==> src/rtl/serial_frame_deserializer.sv <==
// serial_frame_deserializer
// Collects DATA_W data bits, one command bit and an optional parity bit from
// a qualified serial stream and presents them as a parallel word with a
// one-cycle valid strobe. Aborted frames and parity failures are flagged.
module serial_frame_deserializer #(
   parameter int DATA_W     = 5,
   parameter int MSB_FIRST  = 1,
   parameter int PARITY_EN  = 0,
   parameter int PARITY_ODD = 0
) (
   input  logic              clk_i,
   input  logic              rst_ni,
   input  logic              data_val_i,
   input  logic              ser_data_i,
   output logic [DATA_W-1:0] data_o,
   output logic              command_o,
   output logic              valid_o,
   output logic              parity_err_o,
   output logic              frame_err_o,
   output logic              busy_o
);

   // Frame is data bits, command bit, then the optional parity bit.
   localparam int FRAME_LEN = DATA_W + 1 + ((PARITY_EN != 0) ? 1 : 0);
   localparam int CNT_W     = $clog2(FRAME_LEN + 1);
   localparam logic [CNT_W-1:0] CNT_LOAD = CNT_W'(FRAME_LEN - 1);
   localparam logic [CNT_W-1:0] CNT_ONE  = CNT_W'(1);
   localparam logic PAR_SENSE = (PARITY_ODD != 0);
   localparam logic PAR_ON    = (PARITY_EN != 0);

   typedef enum logic {
      IDLE,
      SHIFT
   } state_t;

   state_t                state_q, state_d;
   logic [FRAME_LEN-1:0]  shift_q, shift_d;
   logic [FRAME_LEN-1:0]  frame_full;
   logic [CNT_W-1:0]      count_q, count_d;
   logic [DATA_W-1:0]     frame_data;
   logic [DATA_W-1:0]     data_d;
   logic                  command_d;
   logic                  valid_d;
   logic                  perr_d;
   logic                  ferr_d;
   logic                  complete;

   // The shift register with the current serial bit appended; on the final
   // bit this holds the whole frame with the first bit at the top.
   assign frame_full = {shift_q[FRAME_LEN-2:0], ser_data_i};

   assign busy_o = (state_q == SHIFT);

   // Re-order the data field so the first received bit lands per MSB_FIRST.
   always_comb begin
      frame_data = '0;
      for (int i = 0; i < DATA_W; i++) begin
         if (MSB_FIRST != 0) begin
            frame_data[i] = frame_full[FRAME_LEN-DATA_W+i];
         end else begin
            frame_data[i] = frame_full[FRAME_LEN-1-i];
         end
      end
   end

   // Next-state logic: collect bits, complete on the last one, abort on a gap.
   always_comb begin
      state_d   = state_q;
      shift_d   = shift_q;
      count_d   = count_q;
      data_d    = data_o;
      command_d = command_o;
      valid_d   = 1'b0;
      perr_d    = 1'b0;
      ferr_d    = 1'b0;
      complete  = 1'b0;

      case (state_q)
         IDLE: begin
            if (data_val_i) begin
               shift_d = frame_full;
               count_d = CNT_LOAD;
               if (FRAME_LEN == 1) begin
                  complete = 1'b1;
               end else begin
                  state_d = SHIFT;
               end
            end
         end
         SHIFT: begin
            if (data_val_i) begin
               shift_d = frame_full;
               count_d = count_q - CNT_ONE;
               if (count_q == CNT_ONE) begin
                  complete = 1'b1;
                  state_d  = IDLE;
               end
            end else begin
               state_d = IDLE;
               ferr_d  = 1'b1;
            end
         end
         default: begin
            state_d = IDLE;
         end
      endcase

      if (complete) begin
         data_d    = frame_data;
         command_d = frame_full[FRAME_LEN-1-DATA_W];
         valid_d   = 1'b1;
         perr_d    = PAR_ON && ((^frame_full) != PAR_SENSE);
      end
   end

   // State, datapath and registered outputs; async reset clears everything.
   always_ff @(posedge clk_i or negedge rst_ni) begin
      if (!rst_ni) begin
         state_q      <= IDLE;
         shift_q      <= '0;
         count_q      <= '0;
         data_o       <= '0;
         command_o    <= 1'b0;
         valid_o      <= 1'b0;
         parity_err_o <= 1'b0;
         frame_err_o  <= 1'b0;
      end else begin
         state_q      <= state_d;
         shift_q      <= shift_d;
         count_q      <= count_d;
         data_o       <= data_d;
         command_o    <= command_d;
         valid_o      <= valid_d;
         parity_err_o <= perr_d;
         frame_err_o  <= ferr_d;
      end
   end

endmodule

==> config.mk <==
export PLATFORM = sky130hd
export DESIGN_NAME = serial_frame_deserializer
export DESIGN_NICKNAME = d
export VERILOG_FILES = /design/src/rtl/serial_frame_deserializer.sv
export SDC_FILE = /design/constraint.sdc
export NUM_CORES = 1
export LEC_CHECK = 0
export ABC_AREA = 1
export CAP_MARGIN = 20
export CELL_PAD_IN_SITES_DETAIL_PLACEMENT = 0
export CELL_PAD_IN_SITES_GLOBAL_PLACEMENT = 1
export CORE_MARGIN = 5
export CORE_UTILIZATION = 39
export DETAILED_ROUTE_END_ITERATION = 8
export PLACE_DENSITY = 0.89
export REMOVE_ABC_BUFFERS = 1
export SLEW_MARGIN = 20
export SYNTH_ARGS = -nofsm -noshare
export SYNTH_HDL_FRONTEND = slang
export SYNTH_SLANG_ARGS = --single-unit
==> constraint.sdc <==
create_clock -name clk_i -period 2.7 [get_ports clk_i]
set_clock_uncertainty 0.2 [all_clocks]
set_input_delay 0.27 -clock clk_i [delete_from_list [all_inputs] [get_ports clk_i]]
set_output_delay 0.27 -clock clk_i [all_outputs]
set_load 0.005 [all_outputs]
==> reports/results.ini, run 1 <==
[sta]
drv_slew=0
rsz0062_at_grt=no
finalSetupViolations=0
whs_ns=0.193
relSlewSlack_pct=51.6
period_minus_slack_ns=1.74
hold_viol_final=0
finalCritPeriodShare_pct=64.3
fmax_ghz=0.576
setup_tns_ns=0
tightest_slew_ns=0.724

[floorplan]
coreArea_sq_mm=0.00171
ios=14
die_area_sq_mm=0.00273
fp-row-count=15
initial_core_util_pct=40.8
dieHeight_microns=52.3
die_w_microns=52.3

[yosys]
synthAdderAreaFrac_pct=3.59
synth-simple-area-share_pct=21.5
ys_seq_elements=17
synth_area_sq_um=697
muxShareOfSynthArea_pct=0
synth_cell_type_count=13
yosys_warnings=0
avgSynthCellArea_sq_um=9.42
synth_top_family_by_area=simple AND/OR/NAND/NOR gates
synthXorXnorAreaFrac_pct=0
seq_area_frac_synth_pct=61.0
syn_inst=74
synth_compound_gate_area_share_pct=6.10

[grt]
overflow=0
antenna_found_initial=0
grt_pass1_wl_microns=2030
grt_pass1_vias=478
grt_max_degree=18
grt_usage_pct=10.7

[detailed_routing]
vias_per_cell=4.32
vias=488
wl_per_cell_microns=10.2
firstDrtPassIters=4
route.detailed.drc=0
ant_nets=0
drt_wl_total_microns=1150
drt_iter0_drc=7

[worst_setup_path]
worstPathArrival_ns=1.27
path_delay_family=buffers and inverters
start_kind=flip-flop
cp_max_fo=6
max_stage_delay_ns=0.54
path_cells=clkdlybuf4s50_1
critical_path_class=flip-flop to output pin
r2r_slack_ns=1.31
path_buf_inv=1
required_ns=2.23
slowest_stage=clkdlybuf4s50_1
endpoint_kind=output pin

[layout]
drive_gt1_share_pct=6.82
fillers=155
n_antenna_cell=0
final_cells=113
nets=95
area_growth_pct=23.9

[clocking]
cts_hold_repair.buffers=0
cts_tree=built
clk_path_buf_depth=2
cts_sinks=17
h-tree-depth=1
cts_root_buf=clkbuf_4
post-cts-setup-buffers=0
insertion_delay_ns=0.30
cts_made_buffers=3
post_cts_resized=0
clk_pin_slew_ns=0.11

[hold_path]
holdCritPathClass=input pin to async pin

[pwr]
ir_worst_vdd_mv=0.298
power_density_mw_per_mm2=780
power_uw=673
p_leak_uw=0.000435

[placement]
hpwl_microns=860
placed_cells=109
gp_congestion=0.747
port_buffers=12

[job]
maxCapViolations=0

[outcome]
status=finished, final reports clean

[layout make-up]
| cell class | instances | area [sq um] | share of cell area, % |
|---|---|---|---|
| Clock buffer | 3 | 22.5 | 2.61 |
| Sequential cell | 17 | 425 | 49.3 |
| Multi-Input combinational cell | 46 | 221 | 25.7 |
| Inverter | 8 | 30.0 | 3.48 |
| Tap cell | 25 | 31.3 | 3.62 |
| Clock inverter | 1 | 5.00 | 0.580 |
| Timing Repair Buffer | 13 | 128 | 14.8 |
[cells in the mapped netlist]
master | instances | area (sq um)
buf_2 | 1 | 5.00
buf_4 | 2 | 15.0
conb_1 | 1 | 3.75
dfrtp_1 | 17 | 425
ha_1 | 2 | 25.0
inv_1 | 8 | 30.0
nand2_1 | 23 | 86.3
nand3_1 | 7 | 35.0
nand4_1 | 1 | 6.26
nor2_1 | 3 | 11.3
nor2_4 | 1 | 11.3
o211ai_1 | 1 | 7.51
o21ai_0 | 7 | 35.0
[power by group]
group	switching [uW]	internal, uW	total, uW
logic	73.9	109	183
clock network	82.2	55.2	137
registers	37.4	316	353
[sequential cells by signal (all words and copies together), names as in the netlist]
register	count
count_q	3
data_o	5
frame_err_o	1
command_o	1
busy_o	1
shift_q	5
valid_o	1
[per-stage QoR]
stage               worst slack [ns]  utilization, %  area, sq um
CTS                            0.946            50.5          863
detailed placement              1.01            48.9          836
global route                   0.922            50.5          863
global placement                1.03            48.9          836
finish                         0.963            50.5          863
floorplan                       1.47               -          677
[routing by layer]
metal | up-vias | track usage, % | routed length, microns
li1 | 256 | - | -
met1 | 216 | 12.8 | 566
met2 | 11 | 15.9 | 495
met3 | 5 | 0.855 | 32
met4 | 0 | 11.5 | 59
met5 | - | 0 | 0
[path summary, 6_finish.rpt]
check,from,endpoint,depth (start not counted)
worst min register to register,data_o[4],data_o[4],2
worst max-delay path,busy_o,busy_o,1
worst min-delay path,rst_ni,data_o[3],1
max in group asynchronous,rst_ni,shift_q[4],1
min in group clk_i,data_o[4],data_o[4],2
worst max register to register,count_q[1],data_o[4],5
[cell usage in the layout, fill, tap and decap left out]
cell type,synthesis,layout
nand4_1,1,1
clkdlybuf4s50_1,0,12
inv_1,8,8
dfrtp_1,17,17
buf_4,2,1
clkinv_2,0,1
nand3_1,7,7
nand2_1,23,23
conb_1,1,1
o21ai_0,7,7
o211ai_1,1,1
nor2_4,1,1
nor2_1,3,3
ha_1,2,2
clkbuf_4,0,3
[kinds of logic (layout without fill, tap and decap cells)]
group	count (synthesis)	in the layout
AND/OR/NAND/NOR	35	35
flip-flops	17	17
buffers and inverters	11	25
AO/OA/AOI/OAI	8	8
adder cells (fa/ha/maj)	2	2
other	1	1
(Power assumes the default switching activity.)
==> run 2, diff against run 1 <==
CORE_UTILIZATION = 32   (was 39)
PLACE_DENSITY = 0.79   (was 0.89)
clock period = 1.5 ns   (was 2.7 ns; I/O delays follow)
==> reports/results.ini, run 2 (same netlist as run 1, synthesis figures left out) <==
[outcome]
status=finished, final reports clean

[floorplan]
dieHeight_microns=56.7  ; +8.4%
fp-row-count=16  ; +1
die_area_sq_mm=0.00321  ; +18%
coreArea_sq_mm=0.00202  ; +18%
die_w_microns=56.7  ; +8.4%
ios=14  ; unchanged
initial_core_util_pct=34.5  ; -6.3 points

[clocking]
h-tree-depth=1  ; unchanged
clk_path_buf_depth=2  ; unchanged
cts_root_buf=clkbuf_4
cts_made_buffers=3  ; unchanged
cts_tree=built
cts_sinks=17  ; unchanged
clk_pin_slew_ns=0.10  ; about the same
insertion_delay_ns=0.28  ; -0.02 ns

[placement]
hpwl_microns=912  ; +6.0%
gp_congestion=0.783  ; +4.8%
post_dp_cell_area_sq_um=853  ; +2.1%
placed_cells=113  ; +3.7%
post-place-ws_ns=0.0287  ; -0.986 ns
port_buffers=12  ; unchanged

[layout]
nets=106  ; +12%
largestRegisters=data_o x5, shift_q x5, count_q x3
final_cells=126  ; +12%
fin_area_sq_um=978  ; +13%
drive_gt1_share_pct=18.2  ; +11 points
area_growth_pct=40.4
fillers=196  ; +26%
final_util_pct=48.4  ; -2.2 points
n_antenna_cell=0  ; unchanged
final_cell_mix=23 x nand2_1, 17 x dfrtp_1, 11 x buf_4
final_common_cell=nand2_1

[grt]
grt_pass1_wl_microns=2210  ; +8.9%
grt_usage_pct=9.06  ; -1.6 points
grt_pass1_vias=501  ; +4.8%
overflow=0  ; unchanged
antenna_found_initial=0  ; unchanged
grt_max_degree=18  ; unchanged

[detailed_routing]
firstDrtPassIters=4  ; unchanged
drt_iter0_drc=15  ; +8
route.detailed.drc=0  ; unchanged
drt_wl_total_microns=1320  ; +14%
ant_nets=0  ; unchanged
vias_per_cell=4.25  ; -1.7%
vias=535  ; +9.6%
wl_per_cell_microns=10.5  ; +2.7%

[worst_setup_path]
critical_path_class=flip-flop to flip-flop
cp_max_fo=7  ; +1
r2r_slack_ns=0.15  ; -1.16 ns
timing.critical_path.mode_cell=nand2_1
path_cells=inv_2 > ha_4 > nand4_1 > nand2_1 > nand2_1
required_ns=1.48  ; -0.75 ns
slowest_stage=dfrtp_1
endpoint_kind=flip-flop
worstPathArrival_ns=1.33  ; +0.06 ns
max_stage_delay_ns=0.39  ; -0.15 ns
start_kind=flip-flop

[sta]
setup_ws_ns=0.150  ; -0.813 ns
hold_viol_final=0  ; unchanged
setup_tns_ns=0  ; unchanged
fmax_ghz=0.741
finalCritPeriodShare_pct=90.0
period_minus_slack_ns=1.35
rsz0062_at_grt=no
drv_slew=0  ; unchanged
finalSetupViolations=0  ; unchanged

[job]
maxCapViolations=0  ; unchanged

[hold_path]
holdCritPathClass=input pin to flip-flop

[pwr]
p_leak_uw=0.000599  ; +38%
power_density_mw_per_mm2=1350  ; +73%
ir_worst_vdd_mv=0.527  ; +76%

-- run 2: cell count changes in the layout (fill, tap and decap cells not counted), moves of 2 or more --
cell,previous run,this run
clkdlybuf4s50_1,12,3
dlygate4sd2_1,0,2
buf_4,1,11
dlymetal6s2s_1,0,7
-- run 2: routing by layer --
layer / global-route usage (%) / wire (microns) / vias to the layer above
li1: - / - / 281
met1: 10.7 / 616 / 242
met2: 14.4 / 608 / 10
met3: 1.61 / 67 / 2
met4: 7.12 / 28 / 0
met5: 0 / 0 / -
-- run 2: area by class of cell --
class | instances | area [sq um] | area share [%]
clock inverters | 1 | 5.00 | 0.512
clock buffers | 3 | 22.5 | 2.30
multi-input cells | 46 | 234 | 23.9
well taps | 27 | 33.8 | 3.45
inverters | 8 | 30.0 | 3.07
repair buffers | 24 | 228 | 23.3
flip-flops and latches | 17 | 425 | 43.5
-- run 2: path summary, 6_finish.rpt --
path,cells after the start,endpoint,startpoint
worst min-delay path,3,command_o,ser_data_i
worst min register to register,2,data_o[0],data_o[0]
max in group asynchronous,3,shift_q[1],rst_ni
worst max-delay path,5,data_o[0],count_q[1]
min in group asynchronous,3,frame_err_o,rst_ni
worst max register to register,5,data_o[0],count_q[1]
-- run 2: through the flow --
| step | hold WS [ns] | total power (uW) |
|---|---|---|
| after floorplan | -0.346 | 762 |
| after global placement | 0.257 | 977 |
| after detailed placement | 0.268 | 985 |
| after CTS | 0.243 | 1290 |
| after global routing | 0.255 | 1430 |
| final | 0.249 | 1320 |
-- run 2: worst max-delay path, delay by kind of cell (launching register included) --
kind / cells / cell delay, ns
adder cells (fa/ha/maj): 1 / 0.14
flip-flops: 1 / 0.39
buffers and inverters: 1 / 0.09
AND/OR/NAND/NOR: 3 / 0.43
-- run 2: repair_timing --
item | in CTS | in global routing
endpoints found under the hold margin | 17 | 0
setup endpoints to repair | 7 | 11
resized for setup | 2 | 10
hold buffers | 1 | 0
pin swaps | 0 | 3
buffers inserted | 5 | 3
-- run 2: report_power, final --
part           switching [uW]  leakage, uW  internal (uW)
Clock                     139    0.0000177           98.9
Combinational             174     0.000366            277
Sequential               59.2     0.000215            568
Total                     372     0.000599            944
